**config.mk**
```make
export PLATFORM = sky130hd
export DESIGN_NAME = sici_rx_frame_sync
export DESIGN_NICKNAME = d
export VERILOG_FILES = /design/src/rtl/sici_rx_frame_sync.sv
export SDC_FILE = /design/constraint.sdc
export NUM_CORES = 1
export LEC_CHECK = 0
export BUFFER_PORTS_ARGS = -buffer_cell sky130_fd_sc_hd__buf_4
export CORE_MARGIN = 1.5
export CORE_UTILIZATION = 45
export CTS_CLUSTER_SIZE = 12
export DETAILED_ROUTE_END_ITERATION = 6
export GPL_TIMING_DRIVEN = 0
export SETUP_SLACK_MARGIN = 0.02
export SLEW_MARGIN = 0
export SYNTH_ARGS = -nofsm -noshare
export SYNTH_HDL_FRONTEND = slang
export SYNTH_SLANG_ARGS = --single-unit
```
**constraint.sdc**
```tcl
create_clock -name Ck_77 -period 4.4 [get_ports Ck_77]
set_input_delay 0.22 -clock Ck_77 [delete_from_list [all_inputs] [get_ports Ck_77]]
set_output_delay 0.22 -clock Ck_77 [all_outputs]
set_load 0.01 [all_outputs]
```
**src/rtl/sici_rx_frame_sync.sv**
```systemverilog
// -----------------------------------------------------------------------------
// sici_rx_frame_sync
//
// Receive-side PCS frame synchronizer for the sici link (77.76 MHz parallel
// domain). It sits between the SERDES deserializer and the receive
// descrambler/deframer. It checks the 2-bit sync header (SH) at the top of every
// FW-bit word. Until header alignment is found, it issues one-cycle bit-slip
// requests to the deserializer. Lock and loss of lock use hysteresis, and the
// aligned payload is forwarded downstream.
//
// Ports
//   Ck_77       in   1            the only clock
//   Rs          in   1            asynchronous, active-high reset
//   Rx_Phy_Dat  in   FW           deserialized word, [FW-1:FW-2] = SH
//   Rx_Re_Syn   in   1            forced resync (level, top priority)
//   Rx_Bit_Slp  out  1            one-cycle slip request to the deserializer
//   Rx_Dat      out  FW-2         payload of the previous word
//   Rx_Dat_SH   out  2            SH of the word on Rx_Dat
//   Rx_Dat_Vld  out  1            Rx_Dat/Rx_Dat_SH valid (LOCK only)
//   Rx_Lo_Syn   out  1            loss-of-sync, low only while in LOCK
//   Rx_Err_SH   out  1            pulse per invalid SH seen in CHECK or LOCK
//   Rx_Slp_Pos  out  $clog2(FW)   slips issued, modulo FW (debug)
// -----------------------------------------------------------------------------
module sici_rx_frame_sync #(
    parameter int FW        = 8,
    parameter int LOCK_CNT  = 64,
    parameter int SWT       = 64,
    parameter int BAD_MAX   = 16,
    parameter int SLIP_WAIT = 4
) (
    input  logic                  Ck_77,
    input  logic                  Rs,
    input  logic [FW-1:0]         Rx_Phy_Dat,
    input  logic                  Rx_Re_Syn,
    output logic                  Rx_Bit_Slp,
    output logic [FW-3:0]         Rx_Dat,
    output logic [1:0]            Rx_Dat_SH,
    output logic                  Rx_Dat_Vld,
    output logic                  Rx_Lo_Syn,
    output logic                  Rx_Err_SH,
    output logic [$clog2(FW)-1:0] Rx_Slp_Pos
);

    localparam int POS_W  = $clog2(FW);
    localparam int GOOD_W = $clog2(LOCK_CNT + 1);
    localparam int WIN_W  = (SWT > 1) ? $clog2(SWT) : 1;
    localparam int BAD_W  = $clog2(BAD_MAX + 1);
    localparam int WAIT_W = (SLIP_WAIT > 0) ? $clog2(SLIP_WAIT + 1) : 1;

    typedef enum logic [1:0] {
        ST_HUNT,
        ST_WAIT,
        ST_CHECK,
        ST_LOCK
    } state_t;

    state_t              state_q, state_d;
    logic [GOOD_W-1:0]   good_q,  good_d;
    logic [WIN_W-1:0]    win_q,   win_d;
    logic [BAD_W-1:0]    bad_q,   bad_d;
    logic [WAIT_W-1:0]   wait_q,  wait_d;
    logic [POS_W-1:0]    pos_q,   pos_d;
    logic                slp_q,   slp_d;
    logic                err_q,   err_d;
    logic                vld_q,   vld_d;
    logic                lo_syn_q, lo_syn_d;
    logic [FW-3:0]       dat_q;
    logic [1:0]          sh_q;

    logic                sh_ok;
    logic                win_last;
    logic [POS_W-1:0]    pos_inc;

    // A valid header has exactly one bit set (01 or 10).
    assign sh_ok    = Rx_Phy_Dat[FW-1] ^ Rx_Phy_Dat[FW-2];
    assign win_last = (win_q == WIN_W'(SWT - 1));
    assign pos_inc  = (pos_q == POS_W'(FW - 1)) ? '0 : pos_q + POS_W'(1);

    always_comb begin
        // NOTE: every _d signal gets a default first, so no path can infer a latch.
        state_d = state_q;
        good_d  = good_q;
        win_d   = win_q;
        bad_d   = bad_q;
        wait_d  = wait_q;
        pos_d   = pos_q;
        slp_d   = 1'b0;
        err_d   = 1'b0;

        if (Rx_Re_Syn) begin
            // Forced resync: restart hunting in place, without slipping.
            state_d = ST_HUNT;
            good_d  = '0;
            win_d   = '0;
            bad_d   = '0;
            wait_d  = '0;
        end else begin
            unique case (state_q)
                ST_HUNT: begin
                    if (sh_ok) begin
                        good_d  = GOOD_W'(1);
                        state_d = (LOCK_CNT == 1) ? ST_LOCK : ST_CHECK;
                    end else begin
                        slp_d   = 1'b1;
                        pos_d   = pos_inc;
                        wait_d  = '0;
                        state_d = ST_WAIT;
                    end
                end
                ST_WAIT: begin
                    // The first WAIT cycle carries the slip pulse. SLIP_WAIT
                    // more cycles follow while the SERDES realigns. This keeps
                    // slips SLIP_WAIT+2 cycles apart.
                    if (wait_q == WAIT_W'(SLIP_WAIT)) begin
                        wait_d  = '0;
                        state_d = ST_HUNT;
                    end else begin
                        wait_d  = wait_q + WAIT_W'(1);
                    end
                end
                ST_CHECK: begin
                    if (sh_ok) begin
                        good_d = good_q + GOOD_W'(1);
                        if (good_q == GOOD_W'(LOCK_CNT - 1)) begin
                            win_d   = '0;
                            bad_d   = '0;
                            state_d = ST_LOCK;
                        end
                    end else begin
                        err_d   = 1'b1;
                        slp_d   = 1'b1;
                        pos_d   = pos_inc;
                        good_d  = '0;
                        wait_d  = '0;
                        state_d = ST_WAIT;
                    end
                end
                ST_LOCK: begin
                    err_d = ~sh_ok;
                    win_d = win_last ? '0 : win_q + WIN_W'(1);
                    if (!sh_ok && (bad_q == BAD_W'(BAD_MAX - 1))) begin
                        // Loss takes precedence over a coincident window wrap.
                        slp_d   = 1'b1;
                        pos_d   = pos_inc;
                        good_d  = '0;
                        win_d   = '0;
                        bad_d   = '0;
                        wait_d  = '0;
                        state_d = ST_WAIT;
                    end else if (win_last) begin
                        bad_d = '0;
                    end else if (!sh_ok) begin
                        bad_d = bad_q + BAD_W'(1);
                    end
                end
                default: state_d = ST_HUNT;
            endcase
        end

        // The word is valid only if it was taken in LOCK and did not end the lock.
        vld_d    = (state_q == ST_LOCK) && (state_d == ST_LOCK);
        lo_syn_d = (state_d != ST_LOCK);
    end

    // NOTE: sequential state uses non-blocking assignments only, so every
    // register samples the pre-edge values regardless of statement order.
    always_ff @(posedge Ck_77 or posedge Rs) begin
        if (Rs) begin
            state_q  <= ST_HUNT;
            good_q   <= '0;
            win_q    <= '0;
            bad_q    <= '0;
            wait_q   <= '0;
            pos_q    <= '0;
            slp_q    <= 1'b0;
            err_q    <= 1'b0;
            vld_q    <= 1'b0;
            lo_syn_q <= 1'b1;
            dat_q    <= '0;
            sh_q     <= '0;
        end else begin
            state_q  <= state_d;
            good_q   <= good_d;
            win_q    <= win_d;
            bad_q    <= bad_d;
            wait_q   <= wait_d;
            pos_q    <= pos_d;
            slp_q    <= slp_d;
            err_q    <= err_d;
            vld_q    <= vld_d;
            lo_syn_q <= lo_syn_d;
            dat_q    <= Rx_Phy_Dat[FW-3:0];
            sh_q     <= Rx_Phy_Dat[FW-1:FW-2];
        end
    end

    assign Rx_Bit_Slp = slp_q;
    assign Rx_Dat     = dat_q;
    assign Rx_Dat_SH  = sh_q;
    assign Rx_Dat_Vld = vld_q;
    assign Rx_Lo_Syn  = lo_syn_q;
    assign Rx_Err_SH  = err_q;
    assign Rx_Slp_Pos = pos_q;

endmodule

```
; ---- Word-level counts from Yosys, hierarchy flattened
; Cells that the tools add are included.
[totals]
reg_bits = 38
inputBits = 11
out_inout_bits = 15
elab_cells = 91
[op_classes]
n_addsub = 5
eq_ne = 18
n_mux = 40
bitwise = 3
reduce_logical = 13
[op_table]
columns = operator, n
row1 = 5-bit two-way mux, 6
row2 = 6-bit two-way mux, 5
row3 = 7-bit two-way mux, 4
row4 = 3-bit two-way mux, 7
row5 = 7-bit one-hot mux with 3 select lines, 1
row6 = 3-bit inequality test (second input constant), 5
row7 = 2-bit two-way mux, 6
row8 = 6-bit one-hot mux with 2 select lines, 1
row9 = 5-bit one-hot mux with 2 select lines, 1
row10 = 3-bit one-hot mux with 3 select lines, 1
row11 = 2-bit one-hot mux with 4 select lines, 1
row12 = 4-bit AND reduction, 2
row13 = 7-bit by 1-bit adder with 7-bit output (second input constant), 1
row14 = 7-bit by 6-bit == test with 1-bit output (second input constant), 1
row15 = 3-bit by 1-bit adder with 3-bit output (second input constant), 2
row16 = 6-bit by 1-bit adder with 6-bit output (second input constant), 1
row17 = 2-bit == test (second input constant), 3
row18 = 3-bit == test (second input constant), 2
row19 = 6-bit == test (second input constant), 1
row20 = 2-bit inequality test (second input constant), 3
row21 = 3-bit one-hot mux with 2 select lines, 1
row22 = 3-bit AND reduction, 2
row23 = 5-bit by 1-bit adder with 5-bit output (second input constant), 1
row24 = 5-bit by 4-bit == test with 1-bit output (second input constant), 1
row25 = other kinds (14), 20

; ---- Depth between registers and ports, before layout
[logic_depth]
depth_word = 8
ltp_mapped = 7
depth_no_buf = 7

; ---- Least setup slack after synthesis
; No wires, ideal clock.
[synth_path]
path_type = reg2reg
from = register bad_q[0]
to = register pos_q[0], in the netlist Rx_Slp_Pos[0]
setup_ns = 0.125
arrival_ns = 1.853
required_time_ns = 4.275
setup_slack_ns = 2.423
path_stages_with_launch = 7
path_buffers = 0
synth_period_minus_slack_ns = 1.977
cell_sequence = dfrtp_1 > ha_1 > and3_1 > ha_1 > nand2_1 > a211oi_1 > mux2_2
[synth_between]
elab_chain_cells = 4
[synth_rtl]
columns = element, line
row1 = from (decl), 60  ; logic [BAD_W-1:0] bad_q, bad_d;
row2 = from (signal assigned), 172  ; bad_q <= '0;
row3 = from (signal assigned), 185  ; bad_q <= bad_d;
row4 = 5-bit by 4-bit == test with 1-bit output, 141  ; if (!sh_ok && (bad_q == BAD_W'(BAD_MAX - 1))) begin
row5 = 1-bit logical AND, 141
row6 = 2-bit inequality test (no source line), n/a
row7 = 4-bit AND reduction (no source line), n/a
row8 = to (signal assigned), 187  ; pos_q <= pos_d;
row9 = to (decl), 62  ; logic [POS_W-1:0] pos_q, pos_d;
; No other way between the ends.
; A chain may end at the register's enable or synchronous reset.

; ---- Final worst setup path
; Ends and elaborated chain as after synthesis.

==> metrics.cfg <==
[logic_synthesis]
synth_top_family_by_area=compound AO/OA/AOI/OAI gates
synthXorXnorAreaFrac_pct=2.201
syn_avg_cell_area_um2=11.10
synth_compound_area_share_pct=19.95
synth_nets=188
yosysWarnings=0
synth-edff-count=0
synth_cell_types=51
syn_area_um2=1876
yosys.area_share.adder_pct=5.337
yosys_register_bits=38
synthCells=169
synthMuxAreaShare_pct=3.936
synthFlopType=dfrtp_1
yosys.area_share.simple_pct=13.81
synthArstFlopShare_pct=100.0
synth_seq_area_share_pct=50.77

[cts]
cts_buffer_depth=2
clk_pin_slew_ps=70
tritoncts=done
clock_latency_ps=290
post_cts_resized=0
cts.hold.buffers_added=0
post_cts_buffers=0
root_buffer=clkbuf_8
h-tree-depth=2
clock_sinks=38
cts_buffers=5

[pwr]
ir_worst_vdd_v=0.0002290
p_leak_nw=1.059
power_density_nw_per_um2=348.5

[layout]
fin_util_pct=56.12
layout_commonest_cell=dfrtp_1
insertedDiodeCount=0
drive_above_1_share_pct=24.14
nets=221
seq_area_um2=952.2
fillers=360
multi_input_area_um2=848.3
final_cell_mix=dfrtp_1, buf_4, inv_1
area_growth_pct=19.68

[global_route]
grt_overflow=0
grt_antenna_before_repair=0
grt_pass1_vias=1410
grt_pass1_wl_mm=6.444
grt_usage_pct=19.30
grt_start_max_net_pins=22

[setup_path]
cp_cell_sequence=ha_1 > and3_1 > ha_1 > nand2_1 > a211oi_1 > mux2_2
worstPathMaxFanout=5
max_stage_delay_ps=540
cpMostUsedCell=ha_1
arrival_ps=2440
critical_path.startpoint_type=flop
end_kind=flop
worstPathRequired_ps=4580
slowest_stage=a211oi_1
worstSetupPathType=flop to flop

[timing]
clock-skew-final_ps=6.159
hold_viol=0
finalCriticalPeriod_ps=2258
rsz0062_at_grt=false
finalCritPeriodShare_pct=51.32
setup_tns_ps=0
setup_viol=0
worstMarginPinSlew_ps=758.5
drv_slew=0
slew_headroom_pct=49.38
fmax_mhz=442.8

[drt]
via_per_inst=5.648
ant_nets=0
first_pass_iters=4
avgRoutedWirePerCell_um=15.28
drc=0
wl_mm=3.867
drt_iter0_drc=56
vias=1429

[die]
rows=23
io_pins=26
dieArea_um2=4564
core-area_um2=4000
start_util_pct=46.89
dieHeight_um=67.56
die_w_um=67.56

[status]
status=completed

[place]
gp_congestion=0.8277
dp_hpwl_mm=2.957
io_buffers=25

[hold_path]
hold_path_class=primary input to flop

[flow_run]
maxCapViolCount=0

[final timing paths]
| kind | to | slack [ps] | depth (start not counted) | from |
|---|---|---|---|---|
| setup / recovery | Rx_Slp_Pos[0] | 2140 | 6 | bad_q[0] |
| hold / removal | Rx_Dat[0] | 40 | 1 | Rx_Phy_Dat[0] |
| setup reg to reg | Rx_Slp_Pos[0] | 2140 | 6 | bad_q[0] |
| hold reg to reg | good_q[6] | 510 | 1 | good_q[6] |
| max in group asynchronous | Rx_Lo_Syn | 3700 | 3 | Rs |
| min in group asynchronous | wait_q[2] | 70 | 2 | Rs |
[metal layers]
metal | part of all wire, % | global-route usage [%]
met3 | 2.8 | 5.167
met4 | 1.6 | 7.908
met5 | 0 | 0
met2 | 52 | 31.99
met1 | 44 | 23.76
[report_power, final]
part | internal (mW) | switching [mW]
combinational | 0.0708 | 0.0742
clock | 0.126 | 0.117
sequential | 0.374 | 0.0195
total | 0.571 | 0.211
[worst max-delay path: cells and delay by family (launching register included)]
kind / cells / cell delay [ps]
mux: 1 / 400
fa+ha+maj: 2 / 520
flops: 1 / 420
simple gates: 2 / 260
compound gates: 1 / 540
[cell usage after synthesis, drive strengths merged (4+ instances only)]
| library cell | number | area (um2) |
|---|---|---|
| dfrtp | 37 | 925.9 |
| inv | 13 | 48.79 |
| nand2 | 10 | 37.54 |
| nand3 | 9 | 45.04 |
| ha | 8 | 100.1 |
| o21ai | 7 | 35.03 |
| a221oi | 6 | 70.07 |
| and3 | 6 | 37.54 |
| nor2 | 5 | 18.77 |
| a211oi | 4 | 30.03 |
| a21o | 4 | 31.28 |
| a21oi | 4 | 20.02 |
| mux2i | 4 | 40.04 |
[layout make-up]
class | count | share of cell area, %
clock buffer | 7 | 3.846
timing repair buffer | 26 | 9.588
buffer | 6 | 1.171
sequential | 38 | 42.42
multi-input combinational | 112 | 37.79
clock inverter | 1 | 0.2230
inverter | 13 | 2.174
tap | 50 | 2.787
[metrics by stage]
step | instance area [um2] | power [mW] | cells | setup WS [ps] | hold slack, ps
CTS | 2245 | 0.7907 | 253 | 2140 | 29.85
global placement | 2126 | 0.5382 | 244 | 2160 | 329.5
global route | 2245 | 0.8262 | 253 | 1956 | 24.12
detailed placement | 2153 | 0.5461 | 245 | 2155 | 330.3
floorplan | 1876 | 0.4817 | 169 | 2423 | 251.4
finish | 2245 | 0.7822 | 253 | 2142 | 37.26
[cells by family after synthesis]
| logic type | count (synthesis) |
|---|---|
| compound gates | 46 |
| simple gates | 48 |
| fa+ha+maj | 8 |
| flops | 38 |
| buf+inv | 19 |
| xor+xnor | 3 |
| mux | 7 |
[sequential cells by signal, indices dropped and copies added (netlist names)]
name and flops:
bad_q 5, wait_q 3, Rx_Dat_Vld 1, Rx_Bit_Slp 1, state_q 2, Rx_Slp_Pos 3
Rx_Lo_Syn 1, Rx_Dat_SH 2, Rx_Dat 6, Rx_Err_SH 1, win_q 6, good_q 7
No activity file was read; power rests on OpenSTA's default activity.
